$ cat src/rtl/atb_pkg.sv
// Shared ATB definitions: default widths, the beat payload record and arbiter states.
package atb_pkg;

  localparam int ATB_ATID_W = 8;
  localparam int ATB_DATA_W = 64;

  // One ATB beat as carried through the funnel output path.
  typedef struct packed {
    logic [ATB_ATID_W-1:0] atid;
    logic [ATB_DATA_W-1:0] data;
    logic                  last;
  } atb_beat_t;

  localparam int ATB_BEAT_W = $bits(atb_beat_t);

  typedef enum logic {
    ARB    = 1'b0,
    LOCKED = 1'b1
  } arb_state_e;

endpackage

$ cat src/rtl/atb_skid_buf.sv
// Two-entry registered FIFO. The head entry is presented directly from storage,
// so a pushed word is visible on head_o the cycle after the push.
module atb_skid_buf #(
  parameter int WIDTH = 73
) (
  input  logic             clk_i,
  input  logic             rst_i,
  input  logic             push_i,
  input  logic [WIDTH-1:0] push_data_i,
  input  logic             pop_i,
  output logic [WIDTH-1:0] head_o,
  output logic             full_o,
  output logic             empty_o
);

  logic [WIDTH-1:0] mem_q [2];
  logic             wr_ptr_q, wr_ptr_d;
  logic             rd_ptr_q, rd_ptr_d;
  logic [1:0]       count_q, count_d;
  logic             push_ok;
  logic             pop_ok;

  // Guard against overflow/underflow even if a caller misbehaves.
  assign push_ok = push_i & (count_q != 2'd2);
  assign pop_ok  = pop_i & (count_q != 2'd0);

  assign head_o  = mem_q[rd_ptr_q];
  assign full_o  = (count_q == 2'd2);
  assign empty_o = (count_q == 2'd0);

  // Pointer and occupancy next-state.
  always_comb begin
    wr_ptr_d = wr_ptr_q ^ push_ok;
    rd_ptr_d = rd_ptr_q ^ pop_ok;
    count_d  = count_q + {1'b0, push_ok} - {1'b0, pop_ok};
  end

  // Payload storage; cleared on reset so the outputs read zero while empty.
  always_ff @(posedge clk_i or posedge rst_i) begin
    if (rst_i) begin
      mem_q[0] <= '0;
      mem_q[1] <= '0;
    end else if (push_ok) begin
      mem_q[wr_ptr_q] <= push_data_i;
    end
  end

  // Pointer and occupancy registers.
  always_ff @(posedge clk_i or posedge rst_i) begin
    if (rst_i) begin
      wr_ptr_q <= 1'b0;
      rd_ptr_q <= 1'b0;
      count_q  <= 2'd0;
    end else begin
      wr_ptr_q <= wr_ptr_d;
      rd_ptr_q <= rd_ptr_d;
      count_q  <= count_d;
    end
  end

endmodule

$ cat src/rtl/atb_funnel_n.sv
// N-port ATB trace funnel: enable mask, fixed-priority or round-robin arbitration,
// packet-locked grants with optional hold limit, flush handshake, 2-entry output skid.
module atb_funnel_n
  import atb_pkg::*;
#(
  parameter int NUM_PORTS  = 6,
  parameter int DATA_WIDTH = ATB_DATA_W,
  parameter int ATID_WIDTH = ATB_ATID_W,
  parameter int MAX_HOLD   = 16
) (
  input  logic                             clk_i,
  input  logic                             rst_i,
  input  logic [NUM_PORTS*ATID_WIDTH-1:0]  s_atid_i,
  input  logic [NUM_PORTS-1:0]             s_atvalid_i,
  input  logic [NUM_PORTS*DATA_WIDTH-1:0]  s_atdata_i,
  input  logic [NUM_PORTS-1:0]             s_atlast_i,
  output logic [NUM_PORTS-1:0]             s_atready_o,
  output logic [ATID_WIDTH-1:0]            m_atid_o,
  output logic                             m_atvalid_o,
  output logic [DATA_WIDTH-1:0]            m_atdata_o,
  output logic                             m_atlast_o,
  input  logic                             m_atready_i,
  input  logic [NUM_PORTS-1:0]             port_en_i,
  input  logic                             rr_mode_i,
  input  logic                             flush_req_i,
  output logic                             flush_done_o,
  output logic [NUM_PORTS-1:0]             grant_o
);

  localparam int IDX_W  = (NUM_PORTS > 1) ? $clog2(NUM_PORTS) : 1;
  // A zero-width counter is illegal, so unlimited hold still keeps one bit.
  localparam int CNT_W  = (MAX_HOLD > 0) ? $clog2(MAX_HOLD + 1) : 1;
  localparam int BEAT_W = ATID_WIDTH + DATA_WIDTH + 1;
  localparam bit HOLD_EN = (MAX_HOLD > 0);
  localparam logic [CNT_W-1:0] HOLD_LAST = CNT_W'((MAX_HOLD > 0) ? MAX_HOLD - 1 : 0);

  arb_state_e           state_q, state_d;
  logic [NUM_PORTS-1:0] grant_q, grant_d;
  logic [IDX_W-1:0]     owner_q, owner_d;
  logic [IDX_W-1:0]     last_owner_q, last_owner_d;
  logic [CNT_W-1:0]     beat_cnt_q, beat_cnt_d;
  logic                 flush_done_q, flush_done_d;

  logic [NUM_PORTS-1:0] cand;
  logic                 win_found;
  logic [IDX_W-1:0]     win_idx;
  logic                 skid_full, skid_empty;
  logic                 owner_en, owner_last;
  logic                 accept, release_now;
  logic [BEAT_W-1:0]    push_beat, head_beat;

  assign cand = s_atvalid_i & port_en_i;

  // Ready is purely registered state plus the enable mask; never m_atready_i.
  generate
    for (genvar gi = 0; gi < NUM_PORTS; gi++) begin : g_ready
      assign s_atready_o[gi] = grant_q[gi] & port_en_i[gi] & ~skid_full;
    end
  endgenerate

  assign owner_en   = port_en_i[owner_q];
  assign owner_last = s_atlast_i[owner_q];
  assign accept     = |(s_atvalid_i & s_atready_o);
  assign push_beat  = {s_atid_i[owner_q*ATID_WIDTH +: ATID_WIDTH],
                       s_atdata_i[owner_q*DATA_WIDTH +: DATA_WIDTH],
                       owner_last};

  // Disabling the owner truncates the packet; otherwise release on last or hold limit.
  assign release_now = ~owner_en |
                       (accept & (owner_last | (HOLD_EN & (beat_cnt_q == HOLD_LAST))));

  // Winner selection: lowest index in fixed mode, rotating from last_owner+1 in RR mode.
  always_comb begin
    int j;
    j         = 0;
    win_found = 1'b0;
    win_idx   = '0;
    if (!rr_mode_i) begin
      for (int i = NUM_PORTS - 1; i >= 0; i--) begin
        if (cand[i]) begin
          win_found = 1'b1;
          win_idx   = IDX_W'(i);
        end
      end
    end else begin
      // Walk backwards so the nearest candidate after last_owner is assigned last.
      for (int k = NUM_PORTS; k >= 1; k--) begin
        j = (int'(last_owner_q) + k) % NUM_PORTS;
        if (cand[IDX_W'(j)]) begin
          win_found = 1'b1;
          win_idx   = IDX_W'(j);
        end
      end
    end
  end

  // Arbiter next-state: grant from ARB, count beats and release from LOCKED.
  always_comb begin
    state_d      = state_q;
    grant_d      = grant_q;
    owner_d      = owner_q;
    last_owner_d = last_owner_q;
    beat_cnt_d   = beat_cnt_q;
    case (state_q)
      ARB: begin
        if (win_found) begin
          state_d    = LOCKED;
          grant_d    = NUM_PORTS'(1) << win_idx;
          owner_d    = win_idx;
          beat_cnt_d = '0;
        end
      end
      LOCKED: begin
        if (accept) begin
          beat_cnt_d = beat_cnt_q + 1'b1;
        end
        if (release_now) begin
          state_d      = ARB;
          grant_d      = '0;
          last_owner_d = owner_q;
        end
      end
      default: begin
        state_d = ARB;
        grant_d = '0;
      end
    endcase
  end

  // Flush completes only when nothing is in flight anywhere in the funnel.
  always_comb begin
    flush_done_d = flush_req_i & (state_q == ARB) & ~(|cand) & skid_empty;
  end

  // Arbiter and flush registers.
  always_ff @(posedge clk_i or posedge rst_i) begin
    if (rst_i) begin
      state_q      <= ARB;
      grant_q      <= '0;
      owner_q      <= '0;
      last_owner_q <= IDX_W'(NUM_PORTS - 1);
      beat_cnt_q   <= '0;
      flush_done_q <= 1'b0;
    end else begin
      state_q      <= state_d;
      grant_q      <= grant_d;
      owner_q      <= owner_d;
      last_owner_q <= last_owner_d;
      beat_cnt_q   <= beat_cnt_d;
      flush_done_q <= flush_done_d;
    end
  end

  atb_skid_buf #(
    .WIDTH (BEAT_W)
  ) u_skid (
    .clk_i       (clk_i),
    .rst_i       (rst_i),
    .push_i      (accept),
    .push_data_i (push_beat),
    .pop_i       (m_atvalid_o & m_atready_i),
    .head_o      (head_beat),
    .full_o      (skid_full),
    .empty_o     (skid_empty)
  );

  assign m_atvalid_o = ~skid_empty;
  assign {m_atid_o, m_atdata_o, m_atlast_o} = head_beat;
  assign grant_o      = grant_q;
  assign flush_done_o = flush_done_q;

endmodule

$ cat config.mk
export PLATFORM = sky130hd
export DESIGN_NAME = atb_funnel_n
export DESIGN_NICKNAME = d
export VERILOG_FILES = /design/src/rtl/atb_pkg.sv /design/src/rtl/atb_skid_buf.sv /design/src/rtl/atb_funnel_n.sv
export SDC_FILE = /design/constraint.sdc
export NUM_CORES = 1
export LEC_CHECK = 0
export CAP_MARGIN = 20
export CELL_PAD_IN_SITES_DETAIL_PLACEMENT = 1
export CELL_PAD_IN_SITES_GLOBAL_PLACEMENT = 1
export CORE_AREA = 2 2 212 214
export CTS_CLUSTER_SIZE = 14
export DETAILED_ROUTE_END_ITERATION = 6
export DIE_AREA = 0 0 214 216
export PLACE_DENSITY = 0.73
export SYNTH_ARGS = -nofsm -noshare
export SYNTH_HDL_FRONTEND = slang
export SYNTH_SLANG_ARGS = --single-unit
$ cat constraint.sdc
create_clock -name clk_i -period 4.87 [get_ports clk_i]
set_input_delay 0.487 -clock clk_i [delete_from_list [all_inputs] [get_ports clk_i]]
set_output_delay 0.487 -clock clk_i [all_outputs]
set_load 0.1 [all_outputs]
==> metrics.log, run 1 <==
[metrics] number of buffers on the longest clock path: 2
[metrics] setup repair after global routing missed its margin: false
[metrics] number of I/O pins: 542
[metrics] clock tree root driver cell: sky130_fd_sc_hd__clkbuf_16
[metrics] number of clock buffers inserted by TritonCTS: 17
[metrics] total non-filler cell area in the finished layout: 0.0181 sq mm
[metrics] count of unique library cells instantiated by Yosys: 63
[metrics] chip width: 214 um
[metrics] GRT Residual Overflow: 0
[metrics] CP Capture Type: register
[metrics] cell with the most instances on the worst path: sky130_fd_sc_hd__ha_1
[metrics] number of cells produced by synthesis: 1,104
[metrics] Syn Area/Cell: 10.4 sq um
[metrics] required time of the critical path: 5200 ps
[metrics] TritonCTS sink count: 169
[metrics] Final Max Slew Viols: 0
[metrics] min-delay worst type: register to register
[metrics] static power due to leakage: 6.91 nW
[metrics] area share of the largest cell type after synthesis: 36.4%
[metrics] fraction of synthesis flops using an asynchronous set or reset pin: 100%
[metrics] dpl hpwl: 35.8 mm
[metrics] IR Drop Worst-Case VDD: 454 uV
[metrics] startpoint type of the worst setup path: register
[metrics] chip height: around 220 um
[metrics] first drt pass iteration count: 4
[metrics] Setup violations, final: 0
[metrics] PwrDens: 752 mW/mm^2
[metrics] critical path peak fanout: 22
[metrics] Core Region: 0.0438 sq mm
[metrics] predominant post-synthesis flop cell: sky130_fd_sc_hd__dfrtp_1
[metrics] post-route minimum period: 4310 ps
[metrics] largest net degree at the start of global routing: 170
[metrics] endpoint arrival time on the critical path: 4630 ps
[metrics] depth of the CTS H-tree: 4
[metrics] Max Cap Violations: 0
[metrics] mean routed wirelength per cell: 21.0 um
[metrics] Post CTS Setup Buffer Count: 0
[metrics] number of rows created at floorplan: 77
[metrics] detailed-route via count: about 11,000
[metrics] Cell Area, Synth: approximately 0.011 sq mm
[metrics] initial core utilization: 26.2%
[metrics] library cell with the largest summed area after synthesis: sky130_fd_sc_hd__dfrtp_1
[metrics] vias per cell: 5.04
[metrics] main area contributors after synthesis: sky130_fd_sc_hd__dfrtp_1 36%, sky130_fd_sc_hd__mux2_2 15%, sky130_fd_sc_hd__mux4_2 15%, sky130_fd_sc_hd__a21oi_1 6.8%, sky130_fd_sc_hd__nor2_1 5.4%
[metrics] first-pass GRT wire length: 71.1 mm
[metrics] wirelength, routed: about 46 mm
[metrics] Synthesis Warnings: 0
[metrics] Iter 0 DRT Violations: 622
[metrics] CP peak stage delay: 820 ps
[metrics] cell area after placement: around 0.018 sq mm
[metrics] crit-path cells: inv_1 -> ha_1 -> xnor2_2 -> ha_1 -> nor2b_1 -> nand3_1 -> a22oi_1 -> mux2i_1 -> nand2_1 -> nor4_1 -> o21ai_1 -> mux2_2
[metrics] slew at the pin closest to its max-slew limit: 1100 ps
[metrics] worst slew margin relative to its limit: 26.3%
[metrics] die footprint: 0.0462 sq mm
[metrics] Post-Synthesis Net Count: about 1,600
[metrics] fraction of the cycle the final worst path needs: 88.4%
[metrics] commonest cells after routing, fill and taps aside: 540 x sky130_fd_sc_hd__clkdlybuf4s50_1, 164 x sky130_fd_sc_hd__dfrtp_1, 163 x sky130_fd_sc_hd__nor2_1, 156 x sky130_fd_sc_hd__a21oi_1, 152 x sky130_fd_sc_hd__mux2_2
[metrics] critical path class: register to register
[metrics] number of port buffers: about 540
[metrics] outcome: finished clean
[metrics] Hold-fix buffers, CTS: 0
[metrics] leading cell type in the layout, fill and taps excluded: sky130_fd_sc_hd__clkdlybuf4s50_1
[metrics] number of synthesized flops with an enable pin: 0
[metrics] Final Hold Viols: 0
[metrics] global placement routability congestion: slightly below 0.9
[metrics] clock insertion delay at the later pin of the skew report: 440 ps
[metrics] Top delay family on crit path: simple AND/OR/NAND/NOR gates
[metrics] number of global-route vias before repair: 12,200
[metrics] number of antenna violations at the first check in global routing: 1
[metrics] TNS Setup: 0 ps
[metrics] post_cts resized: 0
[metrics] global-route usage over all layers: approximately a fifth
[metrics] Area growth, synth to finish: 57.8%
[metrics] clock tree from TritonCTS: built
[metrics] highest-delay cell along the critical path: sky130_fd_sc_hd__dfstp_2
[metrics] fraction of final layout cells sized beyond drive strength 1: between 10% and 20%
[metrics] fin nets: around 2,100
[metrics] fraction of the yosys area taken by sequential cells: ~37%
[metrics] # DRC: 0
[metrics] post-route ant nets: 0
[metrics] Max Clock Freq: 0.232 GHz
[metrics] count of state elements after synthesis: 169
[metrics] Worst Path Buf+Inv: 1
[metrics] clock input transition at the sequential cells of the worst setup and hold paths: about 70 ps
[metrics] setup clock skew after layout: between 10 and 15 ps
[power breakdown]
group	leakage, nW	total (mW)	internal [mW]	switching [mW]
registers	1.92	2.66	2.10	0.559
clock network	0.297	1.43	0.799	0.632
logic	4.69	9.55	3.17	6.38
total	6.91	13.6	6.07	7.57
[final cells by class]
class / count / area [sq um]
sequential: 169 / 4240
clock inverter: 13 / 154
fill: 4830 / 25700
tap: 592 / 741
inverter: 22 / 87.6
antenna: 1 / 2.50
multi-input combinational: 823 / 6870
timing repair buffer: 555 / 5580
clock buffer: 19 / 453
[final timing paths]
check                                  start                end  slack [ps]  cells after the start
setup / recovery             last_owner_q[0]         owner_q[1]         560                     12
hold / removal             u_skid.count_q[1]  u_skid.count_q[1]         490                      1
setup reg to reg             last_owner_q[0]         owner_q[1]         560                     12
hold reg to reg            u_skid.count_q[1]  u_skid.count_q[1]         490                      1
max in group asynchronous              rst_i   u_skid.mem_q[39]        3470                      3
min in group asynchronous              rst_i   u_skid.mem_q[75]         630                      3
[flip-flops by register name, indices dropped and copies added (netlist names)]
register         flops
grant_o              6
state_q              1
u_skid.rd_ptr_q      1
u_skid.mem_q       146
beat_cnt_q           5
u_skid.wr_ptr_q      1
flush_done_o         1
owner_q              3
last_owner_q         3
u_skid.count_q       2
[through the flow]
| step | setup slack [ps] | total power [mW] | instances | util (%) | hold slack (ps) |
|---|---|---|---|---|---|
| after global placement | 695 | 12.1 | 2161 | 39.9 | 469 |
| final | 563 | 13.6 | 2194 | 41.4 | 495 |
| after global routing | 181 | 14.4 | 2194 | 41.4 | 534 |
| after detailed placement | 453 | 12.3 | 2161 | 39.9 | 478 |
| after CTS | 410 | 13.8 | 2193 | 41.3 | 501 |
| after floorplan | 1180 | 9.66 | 1104 | - | 449 |
[worst reg2reg max path: stages, from the launching register on]
cell and delay, ps:
sky130_fd_sc_hd__dfstp_2 820, sky130_fd_sc_hd__inv_1 220, sky130_fd_sc_hd__ha_1 290, sky130_fd_sc_hd__xnor2_2 340, sky130_fd_sc_hd__ha_1 310, sky130_fd_sc_hd__nor2b_1 280, sky130_fd_sc_hd__nand3_1 140, sky130_fd_sc_hd__a22oi_1 350
sky130_fd_sc_hd__mux2i_1 370, sky130_fd_sc_hd__nand2_1 170, sky130_fd_sc_hd__nor4_1 300, sky130_fd_sc_hd__o21ai_1 260, sky130_fd_sc_hd__mux2_2 340
[cells in the mapped netlist (all sizes together), types with 3 or more instances]
master  number
o21a         5
and3         5
nor3         5
clkbuf      70
a21oi      158
inv         21
dfrtp      167
o211ai       5
mux4        75
nand3       24
xnor2        5
nor2b        3
and2         6
o41ai        6
o21ai       15
nand3b       4
nand2       34
nand4b       3
nor4         3
a211o        3
a31oi        3
a211oi       4
nand2b       4
nand4        3
a21boi       5
nor2       164
a22oi       75
buf         20
mux2       152
ha          20
mux2i        4
[routing by layer]
metal | share of wire, % | wire, um | track usage [%] | up-vias
li1 | - | - | - | 5105
met1 | 40 | 18400 | 22.7 | 5534
met2 | 53 | 24400 | 36.5 | 373
met3 | 5.5 | 2520 | 4.12 | 45
met4 | 2.0 | 924 | 5.90 | 0
met5 | 0 | 0 | 0 | -
[cell families after synthesis]
group / synth area share (%)
multiplexers: 30.0
AND/OR/NAND/NOR: 9.87
buffers and inverters: 3.77
flip-flops: 36.8
AO/OA/AOI/OAI: 16.6
XOR/XNOR: 0.763
adder cells (fa/ha/maj): 2.18
Note: power is estimated with default switching activity, not from simulation.
==> inputs of run 2 (changes only) <==
--- a/config.mk
+++ b/config.mk
@@ -13,6 +13,7 @@
 export DETAILED_ROUTE_END_ITERATION = 6
 export DIE_AREA = 0 0 214 216
 export PLACE_DENSITY = 0.73
+export RECOVER_POWER = 50
 export SYNTH_ARGS = -nofsm -noshare
 export SYNTH_HDL_FRONTEND = slang
 export SYNTH_SLANG_ARGS = --single-unit
==> run 2 against run 1 <==
The run now ends with capacitance limit, slew limit left. Sequential power is essentially flat. Core utilization shrank 0.10 points. Clock skew is essentially flat.
==> metrics.log, run 2 (synthesis gave the netlist of run 1 again) <==
[metrics] number of port buffers: ~540
[metrics] GRT busiest layer: met2
[metrics] cell area after placement: 0.0175 sq mm
[metrics] clock tree root driver cell: sky130_fd_sc_hd__clkbuf_16
[metrics] Post-Route Hold Slack: 494 ps
[metrics] TNS Setup: 0 ps
[metrics] setup repair after global routing missed its margin: false
[metrics] CP Capture Type: output pin
[metrics] non-filler cells in the finished layout: 2,194
[metrics] commonest cells after routing, fill and taps aside: 536 x sky130_fd_sc_hd__clkdlybuf4s50_1, 165 x sky130_fd_sc_hd__dfrtp_1, 163 x sky130_fd_sc_hd__nor2_1, 156 x sky130_fd_sc_hd__a21oi_1, 152 x sky130_fd_sc_hd__mux2_2
[metrics] post-route minimum period: 4340 ps
[metrics] number of clock buffers inserted by TritonCTS: 17
[metrics] Final Max Slew Viols: 249
[metrics] min-delay worst type: register to register
[metrics] static power due to leakage: 6.90 nW
[metrics] initial core utilization: 26.2%
[metrics] number of I/O pins: 542
[metrics] required time of the critical path: 4380 ps
[metrics] global routing met2 resource utilization: a little over a third
[metrics] Largest register FFs: 146
[metrics] largest register by flop count: u_skid.mem_q
[metrics] detailed-route via count: 11,000
[metrics] number of rows created at floorplan: 77
[metrics] clock input transition at the sequential cells of the worst setup and hold paths: 70 ps
[metrics] TritonCTS sink count: around 170
[metrics] vias per cell: 5.02
[metrics] fin nets: a little over 2,000
[metrics] leading cell type in the layout, fill and taps excluded: sky130_fd_sc_hd__clkdlybuf4s50_1
[metrics] Top delay family on crit path: flip-flops
[metrics] critical path peak fanout: 38
[metrics] number of global-route vias before repair: 12,200
[metrics] Max Cap Violations: 3
[metrics] number of antenna violations at the first check in global routing: 1
[metrics] wirelength, routed: 46.2 mm
[metrics] GRT Residual Overflow: 0
[metrics] Hold-fix buffers, CTS: 0
[metrics] dpl hpwl: 35.8 mm
[metrics] PwrDens: roughly 760 mW/mm^2
[metrics] first drt pass iteration count: 4
[metrics] global-route usage over all layers: 19.7%
[metrics] clock insertion delay at the later pin of the skew report: 440 ps
[metrics] filler instances: between 4,000 and 5,000
[metrics] number of buffers on the longest clock path: 2
[metrics] die footprint: 0.0462 sq mm
[metrics] number of cells after detailed placement: 2,161
[metrics] chip width: 214 um
[metrics] highest-delay cell along the critical path: sky130_fd_sc_hd__dfrtp_1
[metrics] fraction of the cycle the final worst path needs: 89.2%
[metrics] Worst Path Buf+Inv: 2
[metrics] fraction of met1 tracks used by global routing: 22.7%
[metrics] IR Drop Worst-Case VDD: between 400 and 500 uV
[metrics] outcome: finished, violations left
[metrics] mean routed wirelength per cell: around 21 um
[metrics] Area growth, synth to finish: 57.5%
[metrics] post-route ant nets: 0
[metrics] slew at the pin closest to its max-slew limit: 2810 ps
[metrics] failing checks: capacitance limit, slew limit
[metrics] GR Layer Usage met3: under 10%
[metrics] endpoint arrival time on the critical path: approximately 3900 ps
[metrics] largest net degree at the start of global routing: 170
[metrics] depth of the CTS H-tree: 4
[metrics] critical path class: register to output pin
[metrics] setup clock skew after layout: 10.4 ps
[metrics] Setup violations, final: 0
[metrics] first-pass GRT wire length: 71.1 mm
[metrics] clock tree from TritonCTS: built
[metrics] startpoint type of the worst setup path: register
[metrics] worst slew margin relative to its limit: -87.0%
[metrics] Core Region: 0.0438 sq mm
[metrics] # DRC: 0
[metrics] crit-path cells: buf_12 -> mux2_2 -> clkdlybuf4s50_1
[metrics] Iter 0 DRT Violations: 649
[metrics] Max Clock Freq: 0.230 GHz
[metrics] fraction of final layout cells sized beyond drive strength 1: 18.1%
[metrics] chip height: 216 um
[metrics] global placement routability congestion: 0.895
[metrics] CP peak stage delay: 1600 ps
[metrics] Final Hold Viols: 0
[metrics] total non-filler cell area in the finished layout: 0.0181 sq mm
run 2: cell count changes in the layout (fill, tap and decap cells not counted), moves of 2 or more:
| cell | delta |
|---|---|
| sky130_fd_sc_hd__clkbuf_2 | +2 |
| sky130_fd_sc_hd__clkdlybuf4s50_1 | -4 |
| sky130_fd_sc_hd__dfrtp_4 | -2 |
| sky130_fd_sc_hd__buf_4 | -4 |
| sky130_fd_sc_hd__dlygate4sd3_1 | +4 |
| sky130_fd_sc_hd__and2_1 | -2 |
| sky130_fd_sc_hd__clkbuf_1 | +2 |
| sky130_fd_sc_hd__and2_0 | +2 |
run 2: path summary, 6_finish.rpt:
check | start | to | slack, ps | depth (start not counted)
min | u_skid.count_q[1] | u_skid.count_q[1] | 490 | 1
max | u_skid.rd_ptr_q | m_atdata_o[4] | 530 | 3
min in group asynchronous | rst_i | u_skid.mem_q[75] | 1390 | 3
max in group asynchronous | rst_i | owner_q[0] | 1730 | 3
min reg2reg | u_skid.count_q[1] | u_skid.count_q[1] | 490 | 1
max reg2reg | last_owner_q[0] | owner_q[1] | 550 | 12
run 2: cell type report:
cell class | count | area [sq um] | share of cell area, %
sequential | 169 | 4240 | 23.4
timing repair buffer | 555 | 5560 | 30.7
multi-input combinational | 823 | 6850 | 37.9
inverter | 22 | 87.6 | 0.484
antenna | 1 | 2.50 | 0.0138
tap | 592 | 741 | 4.10
clock buffer | 19 | 453 | 2.50
clock inverter | 13 | 154 | 0.851
run 2: worst register-to-register path, delay by kind of cell (launching register included):
kind	cells	cell delay, ps
AND/OR/NAND/NOR	4	890
flip-flops	1	820
multiplexers	2	710
AO/OA/AOI/OAI	2	610
adder cells (fa/ha/maj)	2	600
XOR/XNOR	1	340
buffers and inverters	1	220
run 2: power breakdown:
group / leakage, nW / switching, mW / total, mW / internal [mW]
clock network: 0.297 / 0.631 / 1.43 / 0.799
logic: 4.68 / 6.37 / 9.57 / 3.20
registers: 1.92 / 0.559 / 2.66 / 2.10
total: 6.90 / 7.56 / 13.7 / 6.10
run 2: timing repair:
| action | CTS | global route |
|---|---|---|
| gates resized for setup | 0 | 1 |
| setup buffers | 0 | 0 |
| endpoints found under the setup margin | 0 | 1 |
run 2: per-layer routing:
metal,routed length [um],part of all wire (%)
met5,0,0
met4,873,1.9
met3,2680,5.8
met2,24400,53
met1,18300,40
run 2: stage by stage:
step | utilization (%) | total power, mW | setup slack [ps]
floorplan | - | 9.66 | 1180
global placement | 39.9 | 12.1 | 695
detailed placement | 39.9 | 12.3 | 453
CTS | 41.3 | 13.8 | 410
global route | 41.3 | 14.4 | 180
finish | 41.3 | 13.7 | 527
